--- src/rtl/xaui_reset_sequencer_pkg.sv ---
// Shared types and constants for the XAUI GTX reset sequencer.
package xaui_reset_pkg;

  localparam int RETRY_W = 8;

  localparam logic [2:0] ST_RESET     = 3'd0;
  localparam logic [2:0] ST_PMA_HOLD  = 3'd1;
  localparam logic [2:0] ST_WAIT_LOCK = 3'd2;
  localparam logic [2:0] ST_PCS_HOLD  = 3'd3;
  localparam logic [2:0] ST_WAIT_DONE = 3'd4;
  localparam logic [2:0] ST_READY     = 3'd5;

  typedef enum logic [2:0] {
    S_RESET     = ST_RESET,
    S_PMA_HOLD  = ST_PMA_HOLD,
    S_WAIT_LOCK = ST_WAIT_LOCK,
    S_PCS_HOLD  = ST_PCS_HOLD,
    S_WAIT_DONE = ST_WAIT_DONE,
    S_READY     = ST_READY
  } seq_state_t;

  function automatic int max4(input int a, input int b, input int c, input int d);
    int m;
    m = a;
    if (b > m) m = b;
    if (c > m) m = c;
    if (d > m) m = d;
    return m;
  endfunction

  function automatic logic [RETRY_W-1:0] sat_inc(input logic [RETRY_W-1:0] v);
    return (v == '1) ? v : v + 1'b1;
  endfunction

endpackage

--- src/rtl/xaui_reset_sequencer_if.sv ---
// Status/reset bundle between the GTX quads and the reset sequencer.
interface xaui_reset_sequencer_if import xaui_reset_pkg::*; #(
  parameter int NUM_QUADS = 3
);
  logic [NUM_QUADS*4-1:0] rx_pll_lock;
  logic [NUM_QUADS*4-1:0] rx_resetdone;
  logic [NUM_QUADS*4-1:0] tx_resetdone;
  logic [NUM_QUADS-1:0]   pma_reset;
  logic [NUM_QUADS-1:0]   pcs_reset;
  logic                   ready;
  logic [RETRY_W-1:0]     retry_count;
  logic [2:0]             seq_state;

  modport master (
    output rx_pll_lock, rx_resetdone, tx_resetdone,
    input  pma_reset, pcs_reset, ready, retry_count, seq_state
  );

  modport slave (
    input  rx_pll_lock, rx_resetdone, tx_resetdone,
    output pma_reset, pcs_reset, ready, retry_count, seq_state
  );
endinterface

--- src/rtl/xaui_reset_sequencer_sync_bits.sv ---
// Parametrised-width 2-flop synchroniser, cleared by mgt_reset.
module xaui_sync_bits #(
  parameter int WIDTH = 1
) (
  input  logic             gtx_refclk_bufr,
  input  logic             mgt_reset,
  input  logic [WIDTH-1:0] d,
  output logic [WIDTH-1:0] q
);
  logic [WIDTH-1:0] meta;

  always_ff @(posedge gtx_refclk_bufr or posedge mgt_reset) begin
    if (mgt_reset) begin
      meta <= '0;
      q    <= '0;
    end else begin
      meta <= d;
      q    <= meta;
    end
  end
endmodule

--- src/rtl/xaui_reset_sequencer.sv ---
// GTX quad-group reset sequencer: PMA reset, lock wait, PCS reset, done wait, retry.
// Optional feature macro: XAUI_RESET_SEQ_LOL_RECOVERY_EN (loss-of-lock recovery from READY).
//   state     | meaning
//   RESET     | held by mgt_reset, all resets asserted
//   PMA_HOLD  | PMA/PLL reset asserted for PMA_HOLD_CYCLES
//   WAIT_LOCK | PMA released, waiting for PLL lock on enabled quads
//   PCS_HOLD  | PCS reset asserted for PCS_HOLD_CYCLES
//   WAIT_DONE | PCS released, waiting for rx/tx reset-done
//   READY     | all enabled lanes up
module xaui_reset_sequencer import xaui_reset_pkg::*; #(
  parameter int                   NUM_QUADS       = 3,
  parameter logic [NUM_QUADS-1:0] ENABLE_MASK     = {NUM_QUADS{1'b1}},
  parameter int                   PMA_HOLD_CYCLES = 64,
  parameter int                   PCS_HOLD_CYCLES = 16,
  parameter int                   LOCK_TIMEOUT    = 2**16,
  parameter int                   DONE_TIMEOUT    = 2**12
) (
  input  logic                   gtx_refclk_bufr,
  input  logic                   mgt_reset,
  xaui_reset_sequencer_if.slave  bus
);
  localparam int NL    = NUM_QUADS * 4;
  localparam int CNT_W = $clog2(max4(PMA_HOLD_CYCLES, PCS_HOLD_CYCLES, LOCK_TIMEOUT, DONE_TIMEOUT));
  localparam logic [CNT_W-1:0] PMA_LAST  = CNT_W'(PMA_HOLD_CYCLES - 1);
  localparam logic [CNT_W-1:0] PCS_LAST  = CNT_W'(PCS_HOLD_CYCLES - 1);
  localparam logic [CNT_W-1:0] LOCK_LAST = CNT_W'(LOCK_TIMEOUT - 1);
  localparam logic [CNT_W-1:0] DONE_LAST = CNT_W'(DONE_TIMEOUT - 1);
  localparam logic [NUM_QUADS-1:0] MASKED = ~ENABLE_MASK;

  logic [NL-1:0]        lock_s, rx_s, tx_s;
  logic [NUM_QUADS-1:0] q_lock, q_done;
  logic                 all_lock, all_done;

  xaui_sync_bits #(.WIDTH(NL)) u_sync_lock (
    .gtx_refclk_bufr(gtx_refclk_bufr), .mgt_reset(mgt_reset), .d(bus.rx_pll_lock), .q(lock_s));
  xaui_sync_bits #(.WIDTH(NL)) u_sync_rx (
    .gtx_refclk_bufr(gtx_refclk_bufr), .mgt_reset(mgt_reset), .d(bus.rx_resetdone), .q(rx_s));
  xaui_sync_bits #(.WIDTH(NL)) u_sync_tx (
    .gtx_refclk_bufr(gtx_refclk_bufr), .mgt_reset(mgt_reset), .d(bus.tx_resetdone), .q(tx_s));

  // Masked quads always read as good so they never block the group.
  for (genvar q = 0; q < NUM_QUADS; q++) begin : g_quad
    assign q_lock[q] = ~ENABLE_MASK[q] | (&lock_s[4*q +: 4]);
    assign q_done[q] = ~ENABLE_MASK[q] | ((&rx_s[4*q +: 4]) & (&tx_s[4*q +: 4]));
  end
  assign all_lock = &q_lock;
  assign all_done = &q_done;

  seq_state_t           state;
  logic [CNT_W-1:0]     cnt;
  logic [NUM_QUADS-1:0] pma_q, pcs_q;
  logic                 ready_q;
  logic [RETRY_W-1:0]   retry_q;

  always_ff @(posedge gtx_refclk_bufr or posedge mgt_reset) begin
    if (mgt_reset) begin
      state   <= S_RESET;
      cnt     <= '0;
      pma_q   <= '1;
      pcs_q   <= '1;
      ready_q <= 1'b0;
      retry_q <= '0;
    end else begin
      cnt <= cnt + 1'b1;
      case (state)
        S_RESET: begin
          state <= S_PMA_HOLD;
          cnt   <= '0;
        end
        S_PMA_HOLD: begin
          if (cnt == PMA_LAST) begin
            state <= S_WAIT_LOCK;
            cnt   <= '0;
            pma_q <= MASKED;
          end
        end
        S_WAIT_LOCK: begin
          if (all_lock) begin
            state <= S_PCS_HOLD;
            cnt   <= '0;
          end else if (cnt == LOCK_LAST) begin
            state   <= S_PMA_HOLD;
            cnt     <= '0;
            pma_q   <= '1;
            retry_q <= sat_inc(retry_q);
          end
        end
        S_PCS_HOLD: begin
          if (cnt == PCS_LAST) begin
            state <= S_WAIT_DONE;
            cnt   <= '0;
            pcs_q <= MASKED;
          end
        end
        S_WAIT_DONE: begin
          // Lock loss outranks both done and timeout.
          if (!all_lock) begin
            state   <= S_PMA_HOLD;
            cnt     <= '0;
            pma_q   <= '1;
            pcs_q   <= '1;
            retry_q <= sat_inc(retry_q);
          end else if (all_done) begin
            state   <= S_READY;
            cnt     <= '0;
            ready_q <= 1'b1;
          end else if (cnt == DONE_LAST) begin
            state   <= S_PCS_HOLD;
            cnt     <= '0;
            pcs_q   <= '1;
            retry_q <= sat_inc(retry_q);
          end
        end
        S_READY: begin
`ifdef XAUI_RESET_SEQ_LOL_RECOVERY_EN
          if (!all_lock) begin
            state   <= S_PMA_HOLD;
            cnt     <= '0;
            pma_q   <= '1;
            pcs_q   <= '1;
            ready_q <= 1'b0;
            retry_q <= sat_inc(retry_q);
          end
`else
          cnt <= '0;
`endif
        end
        default: begin
          state <= S_RESET;
          cnt   <= '0;
        end
      endcase
    end
  end

  assign bus.pma_reset   = pma_q;
  assign bus.pcs_reset   = pcs_q;
  assign bus.ready       = ready_q;
  assign bus.retry_count = retry_q;
  assign bus.seq_state   = state;
endmodule
--- src/flat_wrapper.sv ---
// flat-port wrapper written by rule: the top's interface ports become plain ports
module xaui_reset_sequencer_flat import xaui_reset_pkg::*;
#(
  parameter int                   NUM_QUADS       = 3,
  parameter logic [NUM_QUADS-1:0] ENABLE_MASK     = {NUM_QUADS{1'b1}},
  parameter int                   PMA_HOLD_CYCLES = 64,
  parameter int                   PCS_HOLD_CYCLES = 16,
  parameter int                   LOCK_TIMEOUT    = 2**16,
  parameter int                   DONE_TIMEOUT    = 2**12
)
  (gtx_refclk_bufr, mgt_reset, bus_rx_pll_lock, bus_rx_resetdone, bus_tx_resetdone, bus_pma_reset, bus_pcs_reset, bus_ready, bus_retry_count, bus_seq_state);
  xaui_reset_sequencer_if #(.NUM_QUADS(NUM_QUADS)) bus_i ();
  input  logic gtx_refclk_bufr;
  input  logic mgt_reset;
  input wire logic [$bits(bus_i.rx_pll_lock)-1:0] bus_rx_pll_lock;
  input wire logic [$bits(bus_i.rx_resetdone)-1:0] bus_rx_resetdone;
  input wire logic [$bits(bus_i.tx_resetdone)-1:0] bus_tx_resetdone;
  output wire logic [$bits(bus_i.pma_reset)-1:0] bus_pma_reset;
  output wire logic [$bits(bus_i.pcs_reset)-1:0] bus_pcs_reset;
  output wire logic [$bits(bus_i.ready)-1:0] bus_ready;
  output wire logic [$bits(bus_i.retry_count)-1:0] bus_retry_count;
  output wire logic [$bits(bus_i.seq_state)-1:0] bus_seq_state;
  assign bus_i.rx_pll_lock = bus_rx_pll_lock;
  assign bus_i.rx_resetdone = bus_rx_resetdone;
  assign bus_i.tx_resetdone = bus_tx_resetdone;
  assign bus_pma_reset = bus_i.pma_reset;
  assign bus_pcs_reset = bus_i.pcs_reset;
  assign bus_ready = bus_i.ready;
  assign bus_retry_count = bus_i.retry_count;
  assign bus_seq_state = bus_i.seq_state;
  xaui_reset_sequencer #(.NUM_QUADS(NUM_QUADS), .ENABLE_MASK(ENABLE_MASK), .PMA_HOLD_CYCLES(PMA_HOLD_CYCLES), .PCS_HOLD_CYCLES(PCS_HOLD_CYCLES), .LOCK_TIMEOUT(LOCK_TIMEOUT), .DONE_TIMEOUT(DONE_TIMEOUT)) u_core (.gtx_refclk_bufr(gtx_refclk_bufr), .mgt_reset(mgt_reset), .bus(bus_i));
endmodule
--- config.mk ---
export PLATFORM = sky130hd
export DESIGN_NAME = xaui_reset_sequencer_flat
export DESIGN_NICKNAME = d
export VERILOG_FILES = /design/src/rtl/xaui_reset_sequencer_pkg.sv /design/src/rtl/xaui_reset_sequencer_if.sv /design/src/rtl/xaui_reset_sequencer_sync_bits.sv /design/src/rtl/xaui_reset_sequencer.sv /design/src/flat_wrapper.sv
export SDC_FILE = /design/constraint.sdc
export NUM_CORES = 1
export LEC_CHECK = 0
export BUFFER_PORTS_ARGS = -buffer_cell sky130_fd_sc_hd__clkbuf_2
export CAP_MARGIN = 10
export CORE_MARGIN = 3
export CORE_UTILIZATION = 35
export CTS_BUF_LIST = sky130_fd_sc_hd__clkbuf_8
export DETAILED_ROUTE_END_ITERATION = 10
export PLACE_DENSITY = 0.64
export SLEW_MARGIN = 20
export SYNTH_ARGS = -nofsm -noshare
export SYNTH_HDL_FRONTEND = slang
export SYNTH_SLANG_ARGS = --single-unit
--- constraint.sdc ---
create_clock -name gtx_refclk_bufr -period 10 [get_ports gtx_refclk_bufr]
set_clock_uncertainty 0.2 [all_clocks]
set_input_delay 1.5 -clock gtx_refclk_bufr [delete_from_list [all_inputs] [get_ports gtx_refclk_bufr]]
set_output_delay 1.5 -clock gtx_refclk_bufr [all_outputs]
set_load 0.01 [all_outputs]
==> results of run 1 <==
[metrics by stage]
stage               utilization [%]  power, W  hold slack (ps)  std cells  setup slack (ps)
floorplan                         -  0.000445              131        256              5630
detailed placement             40.0  0.000455              135        436              7090
finish                         42.2  0.000705              149        451              7150
CTS                            42.2  0.000715              154        451              7130
global placement               40.0  0.000455              135        436              7100
global route                   42.2  0.000737              157        451              7080
[layout make-up]
type                            instances  share of cell area (%)
Clock buffer                           11                    3.66
Clock inverter                          4                    1.33
Inverter                                3                   0.333
Multi-Input combinational cell        142                    22.1
Sequential cell                       102                    61.7
Tap cell                              133                    4.02
Timing Repair Buffer                   56                    6.83
[registers in the layout, summed over array words and instances, names as in the netlist, 3 cells and up]
signal,flops
u_core.u_sync_rx.q,12
u_core.bus.seq_state,3
u_core.u_sync_lock.q,12
u_core.cnt,16
u_core.u_sync_rx.meta,12
u_core.u_sync_tx.meta,12
u_core.u_sync_tx.q,12
u_core.u_sync_lock.meta,12
u_core.bus.retry_count,8
[cells in the mapped netlist (2+ instances only)]
master | number | area [um2]
a211oi_1 | 2 | 15.0
a21oi_1 | 6 | 30.0
a21oi_2 | 2 | 17.5
and3_1 | 2 | 12.5
and4_1 | 3 | 26.3
buf_2 | 3 | 15.0
buf_4 | 4 | 30.0
dfrtp_1 | 100 | 2500
dfstp_2 | 2 | 52.6
ha_1 | 2 | 25.0
inv_1 | 3 | 11.3
nand2_1 | 10 | 37.5
nand2b_1 | 3 | 18.8
nand3_1 | 10 | 50.1
nand4_1 | 18 | 113
nor2_1 | 21 | 78.8
nor2_2 | 10 | 62.6
nor2b_1 | 2 | 12.5
nor3_1 | 6 | 30.0
nor4_1 | 4 | 25.0
o21ai_0 | 3 | 15.0
xnor2_1 | 7 | 61.3
xor2_1 | 16 | 140
[worst min path at each step]
stage / cells after the start / slack (ps) / start / endpoint
3_3_place_gp: 0 / 130 / u_core.u_sync_lock.meta[10] / u_core.u_sync_lock.q[10]
3_5_place_dp: 0 / 130 / u_core.u_sync_lock.meta[4] / u_core.u_sync_lock.q[4]
2_1_floorplan: 0 / 130 / u_core.u_sync_lock.meta[0] / u_core.u_sync_lock.q[0]
4_1_cts: 0 / 150 / u_core.u_sync_lock.meta[7] / u_core.u_sync_lock.q[7]
6_report: 0 / 150 / u_core.u_sync_lock.meta[7] / u_core.u_sync_lock.q[7]
5_1_grt: 0 / 160 / u_core.u_sync_lock.meta[7] / u_core.u_sync_lock.q[7]
[power groups by stage]
stage / logic (W) / clock network [W] / registers, W
2_1_floorplan: 0.00000675 / 0 / 0.000438
3_3_place_gp: 0.0000159 / 0 / 0.000439
3_5_place_dp: 0.0000162 / 0 / 0.000439
4_1_cts: 0.0000162 / 0.000268 / 0.000431
5_1_grt: 0.0000183 / 0.000286 / 0.000432
6_report: 0.0000153 / 0.000260 / 0.000431
[cells by family (layout without fill, tap and decap cells)]
logic type                 after synthesis  count (layout)
buffers and inverters                   12              74
DFF                                    102             102
AOI/OAI and AO/OA                       20              20
muxes                                    1               1
xor gates and xnor gates                23              23
and+or+nand+nor                         96              96
adders and majority gates                2               2
[layer usage]
layer	up-vias	wire length [um]	share of wire [%]	track usage, %
met3	8	283	5.5	2.65
met4	0	124	2.4	5.75
met5	-	0	0	0
li1	990	-	-	-
met1	957	2510	48	14.9
met2	60	2270	44	14.9
==> results.ini, run 1 <==
[outcome]
status=completed

[synthesis]
async_flop_share_pct=100
syn_nets=296
synth_edf_count=0
ys_types=40
synthMuxAreaShare_pct=0.318
postSynthAreaPerCell_um2=13.8
synth-compound-area-share_pct=4.20
ys_warn_count=0
synth-seq-cells=102
synth_fa_ha_area_share_pct=0.707
synth_xor_area_share_pct=5.69
synthFlopType=dfrtp_1
syn_area_um2=3540
synth-simple-area-share_pct=14.9
syn_inst=256
synth_top_family_by_area=simple AND/OR/NAND/NOR gates
ys_seq_area_share_pct=72.2

[finish]
stdcell_area_um2=4140
layout_common_cells=dfrtp_1 (100), clkbuf_2 (55), nor2_1 (21)
nets=354
syn2layout_area_growth_pct=16.9
layout_commonest_cell=dfrtp_1
seq_area_um2=2550
multi_input_area_um2=915
antenna_cells=0
n_fill_cell=959
drive_above_1_share_pct=28.9

[sta]
relSlewSlack_pct=47.1
period_share_pct=28.5
rsz0062_at_grt=no
fin_crit_ps=2850
hold_violations=0
max_freq_ghz=0.351
fin_setup_tns_ps=0
setup_viol=0
worst_slew_pin_slew_ps=793
drv_slew=0

[route]
routed_via_density=4.47
wl_um=5190
post_drt_wl_per_cell_um=11.5
antenna_left=0
vias=2015
drtIter0Drc=79
drt_drc_violations_left=0
firstDrtPassIters=5

[worst_setup_path]
cp-startpoint=u_core.bus.seq_state[1]
r2r_cells=6
worst_path_largest_cell_delay_ps=580
rrSetupSlack_ps=7710
r2r-start=u_core.cnt[0]
slowest_stage=dfrtp_1
startpoint_type=flop
setup.worst_path.end_class=primary output
worstPathMaxFanout=12
crit_family=flip-flops
cp.buffers_inverters=1
r2r-end=u_core.cnt[3]
crit_end=bus_seq_state[1]
crit_arrival_ps=1150
cp_cell_sequence=clkbuf_2
cp_num_cells=1
critPathKind=reg -> out
cp.required_ps=8300

[clock_tree]
cts_setup_buffers=0
path_clk_slew_ps=100
h-tree-depth=3
clk_latency_ps=360
cts_hold_repair.buffers=0
cts.sinks=102
cts_tree=built
cts_resized=0
cts_buffers=9
cts_root_buf=clkbuf_8
cts.path.max_buffers=2

[global_route]
grt_pass1_vias=2057
antenna_found_initial=0
grt_max_degree=68
overflow=0
grt_pass1_wl_um=9490
grt_usage_pct=10.6

[place]
numPortBuffers=55
placedInstanceArea_um2=3930
gp_congestion=0.747
dp_hpwl_um=3620

[die]
start_util_pct=36.1
dieArea_um2=11400
coreArea_um2=9820
die_w_um=107
io_pins=56
rows=36
fp.dieH_um=107

[pwr]
swShare_pct=20.4
leakage_nw=1.92
seqPwrFrac_pct=61.0
combPwrFrac_pct=2.2
pwr-share-clk_pct=36.8
ir_worst_vdd_uv=141
internal-power_w=0.000562
power.density_nw_per_um2=170
power_switching_w=0.000144

[job]
cap_violations=0

[min_path]
holdCritPathClass=reg -> reg

Note: power is estimated with default switching activity, not from simulation.
==> inputs of run 2 (changes only) <==
ABC_AREA = 1   (was default)
PLACE_DENSITY = 0.65   (was 0.64)
clock period = 2.4 ns   (was 10 ns; I/O delays follow)
==> results.ini, run 2 <==
[worst_setup_path]
cp.required_ps=2500  ; -5800 ps
worstPathMaxFanout=9  ; -3
worst_path_largest_cell_delay_ps=390  ; -190 ps
crit_arrival_ps=2120  ; +970 ps
cp.buffers_inverters=0  ; -1
crit_family=simple AND/OR/NAND/NOR gates
path_common_cell=nand2_1
slowest_stage=dfrtp_1
startpoint_type=flop
r2r-start=u_core.cnt[0]
cp_cell_sequence=ha_1, nand2_1, nor2_1, nand2_2, nor2_4, nand2_2, nand2_1, and2_1, nand3_1, nand2_1
critPathKind=reg -> reg
cp-startpoint=u_core.cnt[0]
setup.worst_path.end_class=flop

[finish]
syn2layout_area_growth_pct=25.0
drive_above_1_share_pct=21.9  ; -7.0 points
layout_commonest_cell=dfrtp_1
layout_common_cells=dfrtp_1 (100), nand2_1 (91), clkbuf_2 (55)
largest_register_ffs=16  ; unchanged
nets=510  ; +44%
regMostFlops=u_core.cnt
antenna_cells=0  ; unchanged

[clock_tree]
cts_resized=0  ; unchanged
cts_tree=built
h-tree-depth=3  ; unchanged
cts_root_buf=clkbuf_8
cts.path.max_buffers=2  ; unchanged
clk_latency_ps=360  ; about the same
path_clk_slew_ps=90  ; about the same
cts_buffers=9  ; unchanged
cts_setup_buffers=0  ; unchanged
cts_hold_repair.buffers=37  ; +37
cts.sinks=102  ; unchanged

[die]
fp.dieH_um=112  ; +5.0%
io_pins=56  ; unchanged
dieArea_um2=12500  ; +10%
die_w_um=112  ; +5.0%
rows=38  ; +5.6%
coreArea_um2=10900  ; +11%
start_util_pct=36.0  ; about the same

[job]
cap_violations=0  ; unchanged

[sta]
layout_setup_ws_ps=375  ; -6780 ps
setup_viol=0  ; unchanged
drv_slew=0  ; unchanged
fin_crit_ps=2020
max_freq_ghz=0.494
worst_slew_pin_slew_ps=509  ; -284 ps
period_share_pct=84.4
hold_violations=0  ; unchanged
fin_setup_tns_ps=0  ; unchanged
relSlewSlack_pct=66.0  ; +19 points
rsz0062_at_grt=no

[synthesis]
netlist_top_cells_area=dfrtp_1 (64%), nand2_1 (8.7%), nor2_1 (4.6%)
synthFlopType=dfrtp_1
synth_top_cell_by_area=dfrtp_1
ys_types=32  ; -20%
synth_edf_count=0  ; unchanged
ys_warn_count=0  ; unchanged
syn_inst=372  ; +45%
synth.most_common_cell=dfrtp_1
synth_top_area_share_pct=63.8  ; -6.9 points
syn_area_um2=3920  ; +11%
ys_seq_area_share_pct=65.1  ; -7.0 points
synth-seq-cells=102  ; unchanged
synth_common_cells=dfrtp_1 (100), nand2_1 (91), nor2_1 (48)
async_flop_share_pct=100  ; unchanged
postSynthAreaPerCell_um2=10.5  ; -24%
syn_nets=412  ; +39%

[global_route]
grt_pass1_wl_um=11800  ; +25%
grt_usage_pct=11.7  ; +1.1 points
grt_max_degree=103  ; +51%
antenna_found_initial=0  ; unchanged
overflow=0  ; unchanged
grt_pass1_vias=2643  ; +28%

[place]
gp_congestion=0.835  ; +12%
numPortBuffers=55  ; unchanged
post-place-ws_ps=408  ; -6680 ps
dp_hpwl_um=4560  ; +26%

[route]
post_drt_wl_per_cell_um=10.9  ; -4.9%
drt_drc_violations_left=0  ; unchanged
routed_via_density=4.38  ; -2.1%
route.met3.wl_um=404  ; +43%
met2WireLength_um=3370  ; +48%
topRoutingLayerUsed=met4
vias=2691  ; +34%
wl_um=6730  ; +30%
met1_length_um=2890  ; +15%
firstDrtPassIters=4  ; -1
antenna_left=0  ; unchanged
drtIter0Drc=114  ; +44%

[outcome]
status=completed

[pwr]
ir_worst_vdd_uv=375  ; +170%
leakage_nw=2.36  ; +23%
power.density_nw_per_um2=600  ; +250%

[min_path]
holdCritPathClass=reg -> reg
hold_start=u_core.u_sync_rx.meta[8]

-- run 2: cells by family (layout without fill, tap and decap cells) --
kind of cell / after synthesis / count (layout) / synth area share (%)
simple gates: 202 / 202 / 25.1
flops: 102 / 102 / 65.1
buf+inv: 43 / 146 / 4.78
xor+xnor: 12 / 12 / 2.68
compound gates: 11 / 11 / 1.66
fa+ha+maj: 2 / 2 / 0.638
-- run 2: final timing paths --
path                       depth (start not counted)  slack, ps                   endpoint
setup / recovery                                  10        380  u_core.bus.retry_count[7]
hold / removal                                     0        150      u_core.u_sync_rx.q[8]
setup reg to reg                                  10        380  u_core.bus.retry_count[7]
hold reg to reg                                    0        150      u_core.u_sync_rx.q[8]
max in group asynchronous                          4       1100    u_core.bus.pma_reset[1]
min in group asynchronous                          4        490   u_core.u_sync_rx.meta[5]
-- run 2: per-layer routing --
layer	track usage (%)	up-vias
met3	4.40	7
met2	20.2	60
met4	2.92	0
li1	-	1366
met1	13.8	1258
met5	0	-
-- run 2: stage by stage --
step	hold WS (ps)	instances	total power, W	area [um2]	util, %
3_5_place_dp	135	562	0.00192	4350	39.9
6_report	155	615	0.00294	4900	45.0
2_1_floorplan	131	372	0.00187	3930	-
4_1_cts	155	615	0.00298	4900	45.0
5_1_grt	160	615	0.00308	4900	45.0
3_3_place_gp	133	562	0.00191	4350	39.9
-- run 2: final cells by class --
class	count	area, um2
well taps	140	175
multi-input cells	227	1180
fillers	972	5980
clock buffers	9	124
inverters	37	143
flip-flops and latches	102	2550
repair buffers	93	666
clock inverters	7	62.6
-- run 2: power breakdown --
part | leakage (nW) | switching [W] | total, W | internal (W)
Sequential | 1.24 | 0.0000217 | 0.00180 | 0.00178
Combinational | 1.03 | 0.0000558 | 0.000126 | 0.0000699
Clock | 0.0980 | 0.000614 | 0.00102 | 0.000401
Total | 2.36 | 0.000692 | 0.00294 | 0.00225
